[config.mk]
export PLATFORM = sky130hd
export DESIGN_NAME = alu_seq_flat
export DESIGN_NICKNAME = d
export VERILOG_FILES = /design/src/rtl/alu_pkg.sv /design/src/rtl/alu_seq_if.sv /design/src/rtl/alu_ctl_decode.sv /design/src/rtl/alu_seq.sv /design/src/flat_wrapper.sv
export SDC_FILE = /design/constraint.sdc
export NUM_CORES = 1
export LEC_CHECK = 0
export CAP_MARGIN = 10
export CELL_PAD_IN_SITES_DETAIL_PLACEMENT = 1
export CELL_PAD_IN_SITES_GLOBAL_PLACEMENT = 1
export CORE_MARGIN = 2
export CORE_UTILIZATION = 32
export CTS_CLUSTER_SIZE = 16
export DETAILED_ROUTE_END_ITERATION = 16
export PLACE_DENSITY_LB_ADDON = 0.1
export SYNTH_ARGS = -nofsm -noshare
export SYNTH_HDL_FRONTEND = slang
export SYNTH_SLANG_ARGS = --single-unit
[constraint.sdc]
create_clock -name clk -period 2.2 [get_ports clk]
set_input_delay 0.44 -clock clk [delete_from_list [all_inputs] [get_ports clk]]
set_output_delay 0.44 -clock clk [all_outputs]
set_load 0.05 [all_outputs]
[src/rtl/alu_pkg.sv]
// Shared types and constants for the sequential ALU controller.
// Control words are {no, xo, na, ic, nb, ci} for the external ALU.
package alu_pkg;

    localparam int DATA_W = 16;
    localparam int CTL_W  = 6;

    typedef enum logic [3:0] {
        OP_ADD = 4'd0,
        OP_SUB = 4'd1,
        OP_XOR = 4'd2,
        OP_OR  = 4'd3,
        OP_AND = 4'd4,
        OP_INC = 4'd5,
        OP_DEC = 4'd6,
        OP_NOT = 4'd7,
        OP_NEG = 4'd8,
        OP_SHL = 4'd9,
        OP_MUL = 4'd10
    } op_e;

    typedef enum logic [2:0] {
        S_IDLE,
        S_EXEC,
        S_MUL_SHL,
        S_MUL_ADD,
        S_DONE
    } state_e;

    typedef struct packed {
        logic no;
        logic xo;
        logic na;
        logic ic;
        logic nb;
        logic ci;
    } ctl_t;

    // Which operand the ALU sees on its B input during EXEC.
    typedef enum logic [1:0] {
        BSEL_Y,
        BSEL_ZERO,
        BSEL_X
    } bsel_e;

    localparam ctl_t CTL_ZERO = 6'b000000;
    localparam ctl_t CTL_ADD  = 6'b000000;
    localparam ctl_t CTL_SUB  = 6'b000011;
    localparam ctl_t CTL_XOR  = 6'b000100;
    localparam ctl_t CTL_OR   = 6'b010100;
    localparam ctl_t CTL_AND  = 6'b111111;
    localparam ctl_t CTL_INC  = 6'b000001;
    localparam ctl_t CTL_DEC  = 6'b000010;
    localparam ctl_t CTL_NOT  = 6'b000110;
    localparam ctl_t CTL_NEG  = 6'b001001;

endpackage

[src/rtl/alu_seq_if.sv]
// Request/response handshake plus the control/operand bus to the external ALU.
interface alu_seq_if;
    import alu_pkg::*;

    logic                     in_valid;
    logic                     in_ready;
    logic [3:0]               in_op;
    logic [DATA_W-1:0]        in_a;
    logic [DATA_W-1:0]        in_b;
    logic                     out_valid;
    logic                     out_ready;
    logic [DATA_W-1:0]        out_result;
    logic                     out_carry;
    logic [DATA_W-1:0]        alu_a;
    logic [DATA_W-1:0]        alu_b;
    logic [CTL_W-1:0]         alu_ctl;
    logic [DATA_W-1:0]        alu_out;
    logic                     alu_co;

    modport master (
        output in_valid, in_op, in_a, in_b, out_ready, alu_out, alu_co,
        input  in_ready, out_valid, out_result, out_carry, alu_a, alu_b, alu_ctl
    );

    modport slave (
        input  in_valid, in_op, in_a, in_b, out_ready, alu_out, alu_co,
        output in_ready, out_valid, out_result, out_carry, alu_a, alu_b, alu_ctl
    );

endinterface

[src/rtl/alu_ctl_decode.sv]
// Opcode to ALU control word and B-operand select; reserved opcodes flagged invalid.
module alu_ctl_decode
    import alu_pkg::*;
(
    input  logic [3:0] op_i,
    output ctl_t       ctl_o,
    output bsel_e      bsel_o,
    output logic       valid_o
);

    always_comb begin
        ctl_o   = CTL_ZERO;
        bsel_o  = BSEL_Y;
        valid_o = 1'b1;
        case (op_i)
            OP_ADD: ctl_o = CTL_ADD;
            OP_SUB: ctl_o = CTL_SUB;
            OP_XOR: ctl_o = CTL_XOR;
            OP_OR:  ctl_o = CTL_OR;
            OP_AND: ctl_o = CTL_AND;
            OP_INC: begin ctl_o = CTL_INC; bsel_o = BSEL_ZERO; end
            OP_DEC: begin ctl_o = CTL_DEC; bsel_o = BSEL_ZERO; end
            OP_NOT: begin ctl_o = CTL_NOT; bsel_o = BSEL_ZERO; end
            OP_NEG: begin ctl_o = CTL_NEG; bsel_o = BSEL_ZERO; end
            // Shift left is x + x through the adder.
            OP_SHL: begin ctl_o = CTL_ADD; bsel_o = BSEL_X; end
            OP_MUL: ctl_o = CTL_ADD;
            default: begin
                bsel_o  = BSEL_ZERO;
                valid_o = 1'b0;
            end
        endcase
    end

endmodule

[src/rtl/alu_seq.sv]
// Sequencer that drives an external ALU: single-pass ops in one EXEC cycle,
// MUL as MSB-first shift-and-add over 16 bits of the multiplier.
module alu_seq
    import alu_pkg::*;
(
    input  logic      clk,
    input  logic      rst,
    alu_seq_if.slave  bus
);

    state_e            state_q, state_d;
    logic [3:0]        op_q, op_d;
    logic [DATA_W-1:0] a_q, a_d;
    logic [DATA_W-1:0] b_q, b_d;
    logic [DATA_W-1:0] p_q, p_d;
    logic [3:0]        cnt_q, cnt_d;
    logic [DATA_W-1:0] res_q, res_d;
    logic              carry_q, carry_d;

    ctl_t              dec_ctl;
    bsel_e             dec_bsel;
    logic              dec_valid;
    logic [CTL_W-1:0]  alu_ctl_c;
    logic [DATA_W-1:0] alu_a_c;
    logic [DATA_W-1:0] alu_b_c;

    alu_ctl_decode u_dec (
        .op_i    (op_q),
        .ctl_o   (dec_ctl),
        .bsel_o  (dec_bsel),
        .valid_o (dec_valid)
    );

    always_ff @(posedge clk or posedge rst) begin
        if (rst) begin
            state_q <= S_IDLE;
            op_q    <= '0;
            a_q     <= '0;
            b_q     <= '0;
            p_q     <= '0;
            cnt_q   <= '0;
            res_q   <= '0;
            carry_q <= 1'b0;
        end else begin
            state_q <= state_d;
            op_q    <= op_d;
            a_q     <= a_d;
            b_q     <= b_d;
            p_q     <= p_d;
            cnt_q   <= cnt_d;
            res_q   <= res_d;
            carry_q <= carry_d;
        end
    end

    always_comb begin
        state_d   = state_q;
        op_d      = op_q;
        a_d       = a_q;
        b_d       = b_q;
        p_d       = p_q;
        cnt_d     = cnt_q;
        res_d     = res_q;
        carry_d   = carry_q;
        alu_ctl_c = '0;
        alu_a_c   = '0;
        alu_b_c   = '0;
        case (state_q)
            S_IDLE: begin
                if (bus.in_valid) begin
                    op_d    = bus.in_op;
                    a_d     = bus.in_a;
                    b_d     = bus.in_b;
                    p_d     = '0;
                    cnt_d   = 4'd15;
                    carry_d = 1'b0;
                    state_d = (bus.in_op == OP_MUL) ? S_MUL_SHL : S_EXEC;
                end
            end
            S_EXEC: begin
                res_d   = '0;
                carry_d = 1'b0;
                if (dec_valid) begin
                    alu_ctl_c = dec_ctl;
                    alu_a_c   = a_q;
                    case (dec_bsel)
                        BSEL_Y:  alu_b_c = b_q;
                        BSEL_X:  alu_b_c = a_q;
                        default: alu_b_c = '0;
                    endcase
                    res_d   = bus.alu_out;
                    carry_d = bus.alu_co;
                end
                state_d = S_DONE;
            end
            S_MUL_SHL: begin
                alu_ctl_c = CTL_ADD;
                alu_a_c   = p_q;
                alu_b_c   = p_q;
                p_d       = bus.alu_out;
                carry_d   = carry_q | bus.alu_co;
                if (b_q[cnt_q]) begin
                    state_d = S_MUL_ADD;
                end else if (cnt_q == 4'd0) begin
                    res_d   = bus.alu_out;
                    state_d = S_DONE;
                end else begin
                    cnt_d = cnt_q - 4'd1;
                end
            end
            S_MUL_ADD: begin
                alu_ctl_c = CTL_ADD;
                alu_a_c   = p_q;
                alu_b_c   = a_q;
                p_d       = bus.alu_out;
                carry_d   = carry_q | bus.alu_co;
                if (cnt_q == 4'd0) begin
                    res_d   = bus.alu_out;
                    state_d = S_DONE;
                end else begin
                    cnt_d   = cnt_q - 4'd1;
                    state_d = S_MUL_SHL;
                end
            end
            S_DONE: begin
                if (bus.out_ready) state_d = S_IDLE;
            end
            default: state_d = S_IDLE;
        endcase
    end

    assign bus.in_ready   = (state_q == S_IDLE);
    assign bus.out_valid  = (state_q == S_DONE);
    assign bus.out_result = res_q;
    assign bus.out_carry  = carry_q;
    assign bus.alu_ctl    = alu_ctl_c;
    assign bus.alu_a      = alu_a_c;
    assign bus.alu_b      = alu_b_c;

endmodule

[src/flat_wrapper.sv]
// flat-port wrapper written by rule: the top's interface ports become plain ports
module alu_seq_flat import alu_pkg::*;
  (clk, rst, bus_in_valid, bus_in_op, bus_in_a, bus_in_b, bus_out_ready, bus_alu_out, bus_alu_co, bus_in_ready, bus_out_valid, bus_out_result, bus_out_carry, bus_alu_a, bus_alu_b, bus_alu_ctl);
  alu_seq_if bus_i ();
  input  logic clk;
  input  logic rst;
  input wire logic [$bits(bus_i.in_valid)-1:0] bus_in_valid;
  input wire logic [$bits(bus_i.in_op)-1:0] bus_in_op;
  input wire logic [$bits(bus_i.in_a)-1:0] bus_in_a;
  input wire logic [$bits(bus_i.in_b)-1:0] bus_in_b;
  input wire logic [$bits(bus_i.out_ready)-1:0] bus_out_ready;
  input wire logic [$bits(bus_i.alu_out)-1:0] bus_alu_out;
  input wire logic [$bits(bus_i.alu_co)-1:0] bus_alu_co;
  output wire logic [$bits(bus_i.in_ready)-1:0] bus_in_ready;
  output wire logic [$bits(bus_i.out_valid)-1:0] bus_out_valid;
  output wire logic [$bits(bus_i.out_result)-1:0] bus_out_result;
  output wire logic [$bits(bus_i.out_carry)-1:0] bus_out_carry;
  output wire logic [$bits(bus_i.alu_a)-1:0] bus_alu_a;
  output wire logic [$bits(bus_i.alu_b)-1:0] bus_alu_b;
  output wire logic [$bits(bus_i.alu_ctl)-1:0] bus_alu_ctl;
  assign bus_i.in_valid = bus_in_valid;
  assign bus_i.in_op = bus_in_op;
  assign bus_i.in_a = bus_in_a;
  assign bus_i.in_b = bus_in_b;
  assign bus_i.out_ready = bus_out_ready;
  assign bus_i.alu_out = bus_alu_out;
  assign bus_i.alu_co = bus_alu_co;
  assign bus_in_ready = bus_i.in_ready;
  assign bus_out_valid = bus_i.out_valid;
  assign bus_out_result = bus_i.out_result;
  assign bus_out_carry = bus_i.out_carry;
  assign bus_alu_a = bus_i.alu_a;
  assign bus_alu_b = bus_i.alu_b;
  assign bus_alu_ctl = bus_i.alu_ctl;
  alu_seq u_core (.clk(clk), .rst(rst), .bus(bus_i));
endmodule
* Word level (Yosys, flattened, before mapping) *
Index checks and enable logic that the tools add are counted.

word-level totals
  register bits = 76
  input bits = 57
  output and inout bits = 57
  word-level logic and storage cells = 80

operators by class
  add/sub/neg operators = 1
  magnitude comparators = 1
  equality and inequality tests = 20
  mux-type cells = 32
  bitwise logic cells = 1
  reduce and logical (&&, ||, !) cells = 17

operator list
  cell                                                        count
  2-to-1 mux 16 bit                                           6
  case mux 16 bit (2 select lines)                            3
  case mux 16 bit (3 select lines)                            2
  case mux 6 bit (8 select lines)                             1
  == test 4 x 3 -> 1 bit, second input constant               4
  == test 4 bit, second input constant                        4
  2-to-1 mux 3 bit                                            5
  case mux 3 bit (5 select lines)                             1
  2-to-1 mux 4 bit                                            3
  2-to-1 mux 6 bit                                            2
  case mux 4 bit (3 select lines)                             1
  OR reduction 11 bit                                         1
  nonzero test 3 bit                                          3
  == test 4 x 2 -> 1 bit, second input constant               2
  zero test 4 bit                                             2
  AND reduction 2 bit                                         4
  == test 3 x 2 -> 1 bit, second input constant               2
  inequality test 2 bit, second input constant                3
  AND reduction 3 bit                                         2
  OR reduction 6 bit                                          1
  less-than comparator 4 x 5 -> 1 bit, second input constant  1
  binary-select mux 1 bit (select 4 bit)                      1
  == test 4 x 1 -> 1 bit, second input constant               1
  2-to-1 mux 1 bit                                            4
  13 further kinds                                            13

* Depth between registers and ports, before layout *
Gate-level depths: netlist of the first run.

  word-level depth = 7
  mapped depth = 8
  depth with buffers taken out = 7

* By module *
From an unflattened synthesis of the first run, not the netlist that was laid out.

second synthesis, totals
  cells, all modules = 315
  area total of the unflattened synthesis = 3779.9 um^2

by module, submodules not included
  module          instances  cells each  area each (um^2)  sequential area each (um^2)
  alu_seq         1          292         3643.5            1901.8
  alu_ctl_decode  1          23          136.4             0.0

* Least setup slack after synthesis of the first run *
No wires, ideal clock.

  path kind = register to output
  start = register u_core.state_q[2]
  end = output port bus_alu_ctl[3]
  data arrival time = 2383 ps
  setup slack = -623 ps
  cell stages (with the launch flop) = 4
  cells stage by stage = dfrtp_1 > nand2b_4 > or2_2 > nor4_1

between the ends
  cells in the longest elaborated chain, start to end = 2

ends and longest elaborated chain
  item                      RTL line            text
  start: declaration        alu_seq.sv:11       state_e state_q, state_d;
  start signal: assignment  alu_seq.sv:45       state_q <= state_d;
  == test 3 x 1 -> 1 bit    alu_seq.sv:68       case (state_q)
  2-to-1 mux 6 bit          alu_seq.sv:68
  end: declaration          flat_wrapper.sv:20  output wire logic [$bits(bus_i.alu_ctl)-1:0] bus_alu_ctl;

Every way passes these cells.

* Worst setup path in the final report of the first run *
  start = register u_core.op_q[2]
  end = output port bus_alu_b[5]

between the ends
  cells in the longest elaborated chain, start to end = 7
  elaborated cells between the ends (all ways) = 20
  classes of those cells = eq/ne (11); mux (5); reduce/logical (4)

ends and longest elaborated chain
  item                                                     RTL line              text
  start: declaration                                       alu_seq.sv:12         logic [3:0] op_q, op_d;
  start signal: assignment                                 alu_seq.sv:46         op_q <= op_d;
  == test 4 bit (tied with other cells)                    alu_ctl_decode.sv:15  case (op_i)
  OR reduction 6 bit (no source line)                      --
  case mux 2 bit (2 select lines)                          alu_ctl_decode.sv:15
  == test 2 bit / zero test 2 bit (equally long branches)  alu_seq.sv:86         case (dec_bsel)
  case mux 16 bit (2 select lines)                         alu_seq.sv:86
  2-to-1 mux 16 bit (*)                                    alu_seq.sv:83         if (dec_valid) begin
  case mux 16 bit (3 select lines) (*)                     alu_seq.sv:68
  end: declaration                                         flat_wrapper.sv:19    output wire logic [$bits(bus_i.alu_b)-1:0] bus_alu_b;

Every way passes the cells marked *; elsewhere a longest branch is shown, timed or not.

==> results of run 1 <==
## metal layers
metal / part of all wire / wire length, µm
met5: 0 / 0
met4: 0.015 / 195
met3: 0.056 / 745
met2: 0.49 / 6572
met1: 0.44 / 5867
## flip-flops by register name, indices dropped and copies added, names as in the netlist
signal	count
u_core.op_q	4
u_core.a_q	16
u_core.b_q	16
u_core.p_q	16
u_core.state_q	3
u_core.cnt_q	4
u_core.bus.out_result	16
u_core.bus.out_carry	1
## synthesized netlist by cell type (all sizes together)
| library cell | number | area, µm² |
|---|---|---|
| nand2 | 149 | 559.3 |
| dfrtp | 76 | 1902 |
| a22o | 32 | 296.5 |
| inv | 24 | 90.09 |
| o21ai | 23 | 115.1 |
| clkbuf | 22 | 112.6 |
| a222oi | 16 | 160.2 |
| a21oi | 13 | 68.82 |
| nor2 | 12 | 45.04 |
| buf | 8 | 51.30 |
| nor3 | 5 | 25.02 |
| mux2i | 4 | 40.04 |
| or2 | 4 | 25.03 |
| nor2b | 3 | 18.77 |
| o21bai | 3 | 26.27 |
| o32ai | 3 | 26.28 |
| a31oi | 2 | 27.53 |
| mux2 | 2 | 22.52 |
| nand2b | 2 | 20.02 |
| o32a | 2 | 21.27 |
| or3 | 2 | 12.51 |
| xnor2 | 2 | 17.52 |
| a2111oi | 1 | 8.760 |
| a211o | 1 | 8.760 |
| a211oi | 1 | 7.510 |
| a32oi | 1 | 8.760 |
| and2b | 1 | 7.510 |
| ha | 1 | 12.51 |
| mux4 | 1 | 22.52 |
| nand3 | 1 | 5.000 |
| nand3b | 1 | 7.510 |
| nor3b | 1 | 7.510 |
| nor4 | 1 | 6.260 |
| nor4b | 1 | 8.760 |
| nor4bb | 1 | 10.01 |
| o22ai | 1 | 12.51 |
| o31ai | 1 | 7.510 |
| or2b | 1 | 8.760 |
| xor2 | 1 | 8.760 |
## report_power, final
part	internal (mW)	total [mW]	switching, mW
combinational	2.24	5.08	2.85
sequential	1.99	2.53	0.546
clock	0.920	1.55	0.626
total	5.14	9.16	4.02
## cell families (layout without fill, tap and decap cells)
logic type / count (synthesis) / after routing
compound gates: 100 / 100
xor+xnor: 3 / 3
fa+ha+maj: 1 / 1
buf+inv: 54 / 197
flops: 76 / 76
mux: 7 / 7
simple gates: 185 / 185
## per-stage QoR
| step | instance area [µm²] | hold WS [ns] | std cells | worst slack (ns) | TNS, ns |
|---|---|---|---|---|---|
| global placement | 5679 | 0.4832 | 684 | 0.05396 | 0 |
| global route | 6374 | 0.5242 | 716 | -0.2818 | -4.802 |
| CTS | 6339 | 0.5075 | 716 | -0.1820 | -2.908 |
| detailed placement | 5679 | 0.4924 | 684 | -0.06627 | -0.7212 |
| finish | 6374 | 0.5011 | 716 | -0.1884 | -2.500 |
| floorplan | 3886 | 0.4628 | 426 | -0.07731 | -0.6580 |
## cell type report
class,instances,area (µm²)
clock buffer,10,239.0
clock inverter,6,71.32
fill,1289,5488
inverter,24,93.84
multi-input combinational,296,1912
sequential,76,1904
tap,147,183.9
timing repair buffer,157,1969
## worst max-delay path, delay by kind of cell, from the launching register on
kind,cells,cell delay [ns]
buf+inv,4,0.61
flops,1,0.40
simple gates,1,0.30
compound gates,2,0.29
## worst max-delay path by stage
stage,to,cells past startpoint
after global placement,u_core.cnt_q[0]$_DFFE_PP0P_,5
after floorplan,bus_alu_ctl[3],3
final,bus_alu_b[5],7
after global routing,bus_alu_b[7],7
after detailed placement,u_core.p_q[12]$_DFFE_PP0P_,4
after CTS,bus_alu_b[4],7
## repair_timing
item / CTS / global route
gates resized for setup: 37 / 8
pin swaps: 12 / 7
cloned: 2 / 0
setup buffers: 14 / 0
endpoints found under the setup margin: 34 / 37
==> summary.txt, run 1 <==
Critical path
  • Crit Reg-Reg Endpoint: u_core.p_q[7]$_DFFE_PP0P_
  • CP peak stage delay: 0.40 ns
  • Arrival @ worst endpoint: 1.95 ns
  • R2R setup slack: 0.11 ns
  • Worst EP required: 1.76 ns
  • CP max FO: 7
  • R2r startpoint: u_core.state_q[0]$_DFFE_PP0P_
  • Critical path type: flip-flop to output port
  • Worst Setup SP: u_core.op_q[2]$_DFFE_PP0P_
  • Setup crit start kind: flip-flop
  • Worst path cell trace: buf_4, or2_2, a21oi_2, buf_6, a222oi_1, inv_1, buf_12
  • Crit-path slowest cell: dfrtp_2
  • R2R depth: 5
  • CP endpoint kind: output port

Placed design
  • DPL Wire Length: 9090 µm
  • GPL Wtd Cong: 0.8531
  • Port buffer count: 113

Logic synthesis
  • Ys Warns: 0
  • Synth Net Count: 484
  • Cell area after synthesis: 0.003842 mm²
  • Syn_area_per_cell: 9.020 µm²
  • Yosys cell types: 50
  • Sequential-to-total area share from yosys stat: 0.4950
  • Synth Area in Adders: 0.003256
  • Largest family of logic cells by synthesized area: compound AO/OA/AOI/OAI gates
  • Compound-Gate Fraction of Synth Area: 0.2071
  • Post-Synth Simple-Gate Area: 0.1996
  • Mapped Cells: 426
  • FF+latch count, synth: 76
  • Post-synthesis mux area share: 0.02214
  • XOR/XNOR Fraction of Synth Area: 0.006838

Drt
  • Per-cell routed wire length: 18.69 µm
  • Residual DRC: 0
  • Vias per cell: 5.196
  • Vias: 3720
  • DR pass1 iterations: 5
  • Post-route ant nets: 0
  • Initial DRC Count: 200
  • Post-Route WL: 13380 µm

GRT
  • Gr usage total: 0.2148
  • GR Util met3: 0.04251
  • Initial antenna violation count: 0
  • Grt met2 use: 0.3645
  • Vias in the first global route: 3997
  • Met1 GRT Util: 0.2721
  • First-pass GRT wire length: 21490 µm
  • Total grt overflow: 0
  • Largest net degree at the start of global routing: 77
  • Gr busiest metal: met2

Timing
  • Tmin final: 2.388 ns
  • Max Transition Viols Final: 0
  • # setup viols final: 30
  • Fmax: 418.7 MHz
  • Final Cycle Share: 1.086
  • Slew at the pin closest to its max-slew limit: 0.6586 ns
  • Hold Fails Final Rpt: 0
  • Final worst slack: -0.1884 ns
  • Relative slew slack: 0.5598
  • Unrepaired setup endpoints after global routing: yes
  • Clk_skew: 0.006083 ns

Flow run
  • Max cap viols: 0

Worst hold path
  • Hold Crit Class: flip-flop to flip-flop
  • Hold EP: u_core.bus.out_result[1]$_DFFE_PP0P_
  • Min-delay src: u_core.bus.out_result[1]$_DFFE_PP0P_
  • Worst hold path stage count: 1

Final layout
  • Share of layout cells above drive strength 1: 0.3076
  • Core Util, Final: 0.5373
  • Area growth from synthesis to layout: 65.87%
  • Diode count: 0
  • Most common cell after layout, fill and taps aside: nand2_1
  • NumNets Final: 622
  • Most frequent cells in the layout: nand2_1 (147), dfrtp_1 (74), clkdlybuf4s50_1 (73), buf_12 (42), buf_4 (30)

Power
  • Peak supply drop: 524.5 µV
  • PwrDens: 1437 mW/mm²
  • Total power: 9.162 mW
  • Leak: 2.964 nW

Outcome
  • Outcome: finished with violations
  • Failing checks: setup timing

Die
  • Starting Density: 0.3239
  • Die height: 113.6 µm
  • Die Wd: 113.6 µm
  • Core area: 0.01186 mm²
  • Core Rows: 40
  • Die area: 0.01290 mm²
  • IO Pins: 114

Clock network
  • Worst-path clk slew: 0.07 ns
  • H-tree depth: 3
  • CTS tree: done
  • Clock root buffer: clkbuf_16
  • CTS max path bufs: 2
  • Num CTS Buffers: 9
  • Clock sink count: 76
  • Clk Latency, worst-skew pair: 0.34 ns
  • Post-CTS Hold Buffers: 0
No activity file was read; power rests on OpenSTA's default activity.
==> inputs of run 2 (changes only) <==
--- a/config.mk
+++ b/config.mk
@@ -10,9 +10,10 @@
 export CELL_PAD_IN_SITES_GLOBAL_PLACEMENT = 1
 export CORE_MARGIN = 2
 export CORE_UTILIZATION = 32
-export CTS_CLUSTER_SIZE = 16
+export CTS_CLUSTER_SIZE = 14
 export DETAILED_ROUTE_END_ITERATION = 16
 export PLACE_DENSITY_LB_ADDON = 0.1
 export SYNTH_ARGS = -nofsm -noshare
 export SYNTH_HDL_FRONTEND = slang
 export SYNTH_SLANG_ARGS = --single-unit
+export TNS_END_PERCENT = 50
==> run 2 against run 1 <==
Effect of this change:
- the run still ends with setup timing left
- largest cell class is now multi-input gates
- combinational power increased by 1%
- setup slack got worse by 0.089 ns
- critical path depth unchanged
- critical path type unchanged
- non-clock buffer count decreased by 3
==> summary.txt, run 2 (synthesized netlist as in run 1, its figures left out) <==
Outcome
  • Outcome: finished with violations
  • Failing checks: setup timing

Timing
  • Final worst slack: -0.2778 ns
  • Clk_skew: 0.005219 ns
  • Tmin final: 2.478 ns
  • Relative slew slack: 0.6138
  • Post-Route Setup TNS: -4.307 ns
  • Unrepaired setup endpoints after global routing: yes
  • Slew at the pin closest to its max-slew limit: 0.5793 ns
  • Final Cycle Share: 1.126
  • Max Transition Viols Final: 0
  • # setup viols final: 35
  • Fin Hold WS: 0.5059 ns
  • Hold Fails Final Rpt: 0
  • Fmax: 403.6 MHz

Worst hold path
  • Hold Crit Class: flip-flop to flip-flop
  • Worst hold path stage count: 1
  • Hold EP: u_core.bus.out_result[9]$_DFFE_PP0P_
  • Min-delay src: u_core.bus.out_result[9]$_DFFE_PP0P_

Drt
  • Post-route ant nets: 0
  • DR pass1 iterations: 8
  • M1 WL: 6178 µm
  • Initial DRC Count: 226
  • Per-cell routed wire length: 19.63 µm
  • Vias per cell: 5.261
  • Routed length on met2: 6969 µm
  • Residual DRC: 0
  • Vias: 3751
  • Max layer used: met4
  • Post-Route WL: 14000 µm
  • Routed met3 length: 648 µm

Critical path
  • Critical path type: flip-flop to output port
  • R2r startpoint: u_core.cnt_q[1]$_DFFE_PP0P_
  • CP max FO: 16
  • CP endpoint kind: output port
  • Arrival @ worst endpoint: 2.04 ns
  • R2R depth: 5
  • Crit Reg-Reg Endpoint: u_core.bus.out_result[14]$_DFFE_PP0P_
  • R2R setup slack: 0.11 ns
  • Setup crit start kind: flip-flop
  • Worst EP required: 1.76 ns

Clock network
  • Num CTS Buffers: 9
  • Worst-path clk slew: 0.06 ns
  • Post-CTS Hold Buffers: 0
  • H-tree depth: 3
  • CTS max path bufs: 2
  • Clock sink count: 76
  • CTS tree: done
  • Clock root buffer: clkbuf_16
  • Clk Latency, worst-skew pair: 0.34 ns

Power
  • Leak: 3.018 nW
  • Total power: 9.349 mW
  • Peak supply drop: 615.7 µV
  • PwrDens: 1464 mW/mm²

Die
  • Core area: 0.01186 mm²
  • Die height: 113.6 µm
  • IO Pins: 114
  • Die area: 0.01290 mm²
  • Starting Density: 0.3239
  • Die Wd: 113.6 µm
  • Core Rows: 40

Final layout
  • Final Cell Area: 0.006386 mm²
  • Core Util, Final: 0.5384
  • Final cell count without fillers: 713
  • Diode count: 0
  • Filler instances: 1290
  • Most common cell after layout, fill and taps aside: nand2_1
  • Most frequent cells in the layout: nand2_1 (147), dfrtp_1 (74), clkdlybuf4s50_1 (73), buf_12 (43), buf_4 (29)
  • Area growth from synthesis to layout: 66.20%
  • Share of layout cells above drive strength 1: 0.2774
  • NumNets Final: 619

GRT
  • Initial antenna violation count: 0
  • Total grt overflow: 0
  • First-pass GRT wire length: 21730 µm
  • Gr usage total: 0.2177
  • Largest net degree at the start of global routing: 77
  • Vias in the first global route: 4051

Placed design
  • Dpl cells: 681
  • GPL Wtd Cong: 0.8391
  • DPL Wire Length: 9086 µm
  • Area after DPL: 0.005608 mm²
  • Placement Setup Slack: -0.002814 ns
  • Port buffer count: 113

Flow run
  • Max cap viols: 0
-- run 2: cell types whose count changed in the layout (fill, tap and decap cells not counted), moves of 3 or more --
cell    change
buf_6       -3
inv_1      +15
a22o_1      -3
inv_2      -15
a22o_4      +3
-- run 2: area by class of cell --
cell class,instances,area (µm²),area share
inverter,24,93.84,0.01469
clock buffer,11,242.7,0.03801
sequential,76,1904,0.2982
timing repair buffer,154,1938,0.3035
multi-input combinational,296,1941,0.3039
clock inverter,5,82.58,0.01293
tap,147,183.9,0.02880
-- run 2: worst max-delay path, cell delays in order (launching register included) --
cell,delay [ns]
dfrtp_1,0.43
nor2b_4,0.14
a211o_1,0.13
a21oi_2,0.06
buf_6,0.16
a222oi_1,0.43
inv_1,0.16
buf_12,0.18
-- run 2: repair_timing --
action | CTS | global route
setup endpoints to repair | 35 | 54
setup buffers | 10 | 4
pin swaps | 7 | 10
resized for setup | 34 | 23
cloned | 1 | 2
-- run 2: how the worst max path moves through the flow --
stage | end | start | slack, ns
finish | bus_alu_b[5] | u_core.op_q[1]$_DFFE_PP0P_ | -0.28
global route | bus_alu_b[6] | u_core.state_q[2]$_DFFE_PP0P_ | -0.33
CTS | bus_alu_b[6] | u_core.op_q[1]$_DFFE_PP0P_ | -0.29
detailed placement | u_core.p_q[13]$_DFFE_PP0P_ | bus_in_valid | -0.003
global placement | bus_alu_b[6] | u_core.op_q[0]$_DFFE_PP0P_ | 0.05
floorplan | bus_alu_a[10] | u_core.state_q[2]$_DFFE_PP0P_ | -0.16
-- run 2: metal layers --
| layer | up-vias | track usage |
|---|---|---|
| met5 | - | 0 |
| met4 | 0 | 0.07317 |
| met3 | 16 | 0.03719 |
| met2 | 117 | 0.3729 |
| met1 | 1870 | 0.2802 |
| li1 | 1748 | - |
-- run 2: power by group --
part / switching (mW) / internal (mW)
Clock: 0.608 / 1.03
Combinational: 2.90 / 2.23
Sequential: 0.592 / 1.99
==> inputs of run 3 (changes only) <==
--- a/config.mk
+++ b/config.mk
@@ -10,6 +10,7 @@
 export CELL_PAD_IN_SITES_GLOBAL_PLACEMENT = 1
 export CORE_MARGIN = 2
 export CORE_UTILIZATION = 32
+export CTS_CLUSTER_DIAMETER = 40
 export CTS_CLUSTER_SIZE = 14
 export DETAILED_ROUTE_END_ITERATION = 16
 export PLACE_DENSITY_LB_ADDON = 0.1
==> results of run 3 <==
Same layout as run 2: the final DEF is identical, and so are final timing and power.
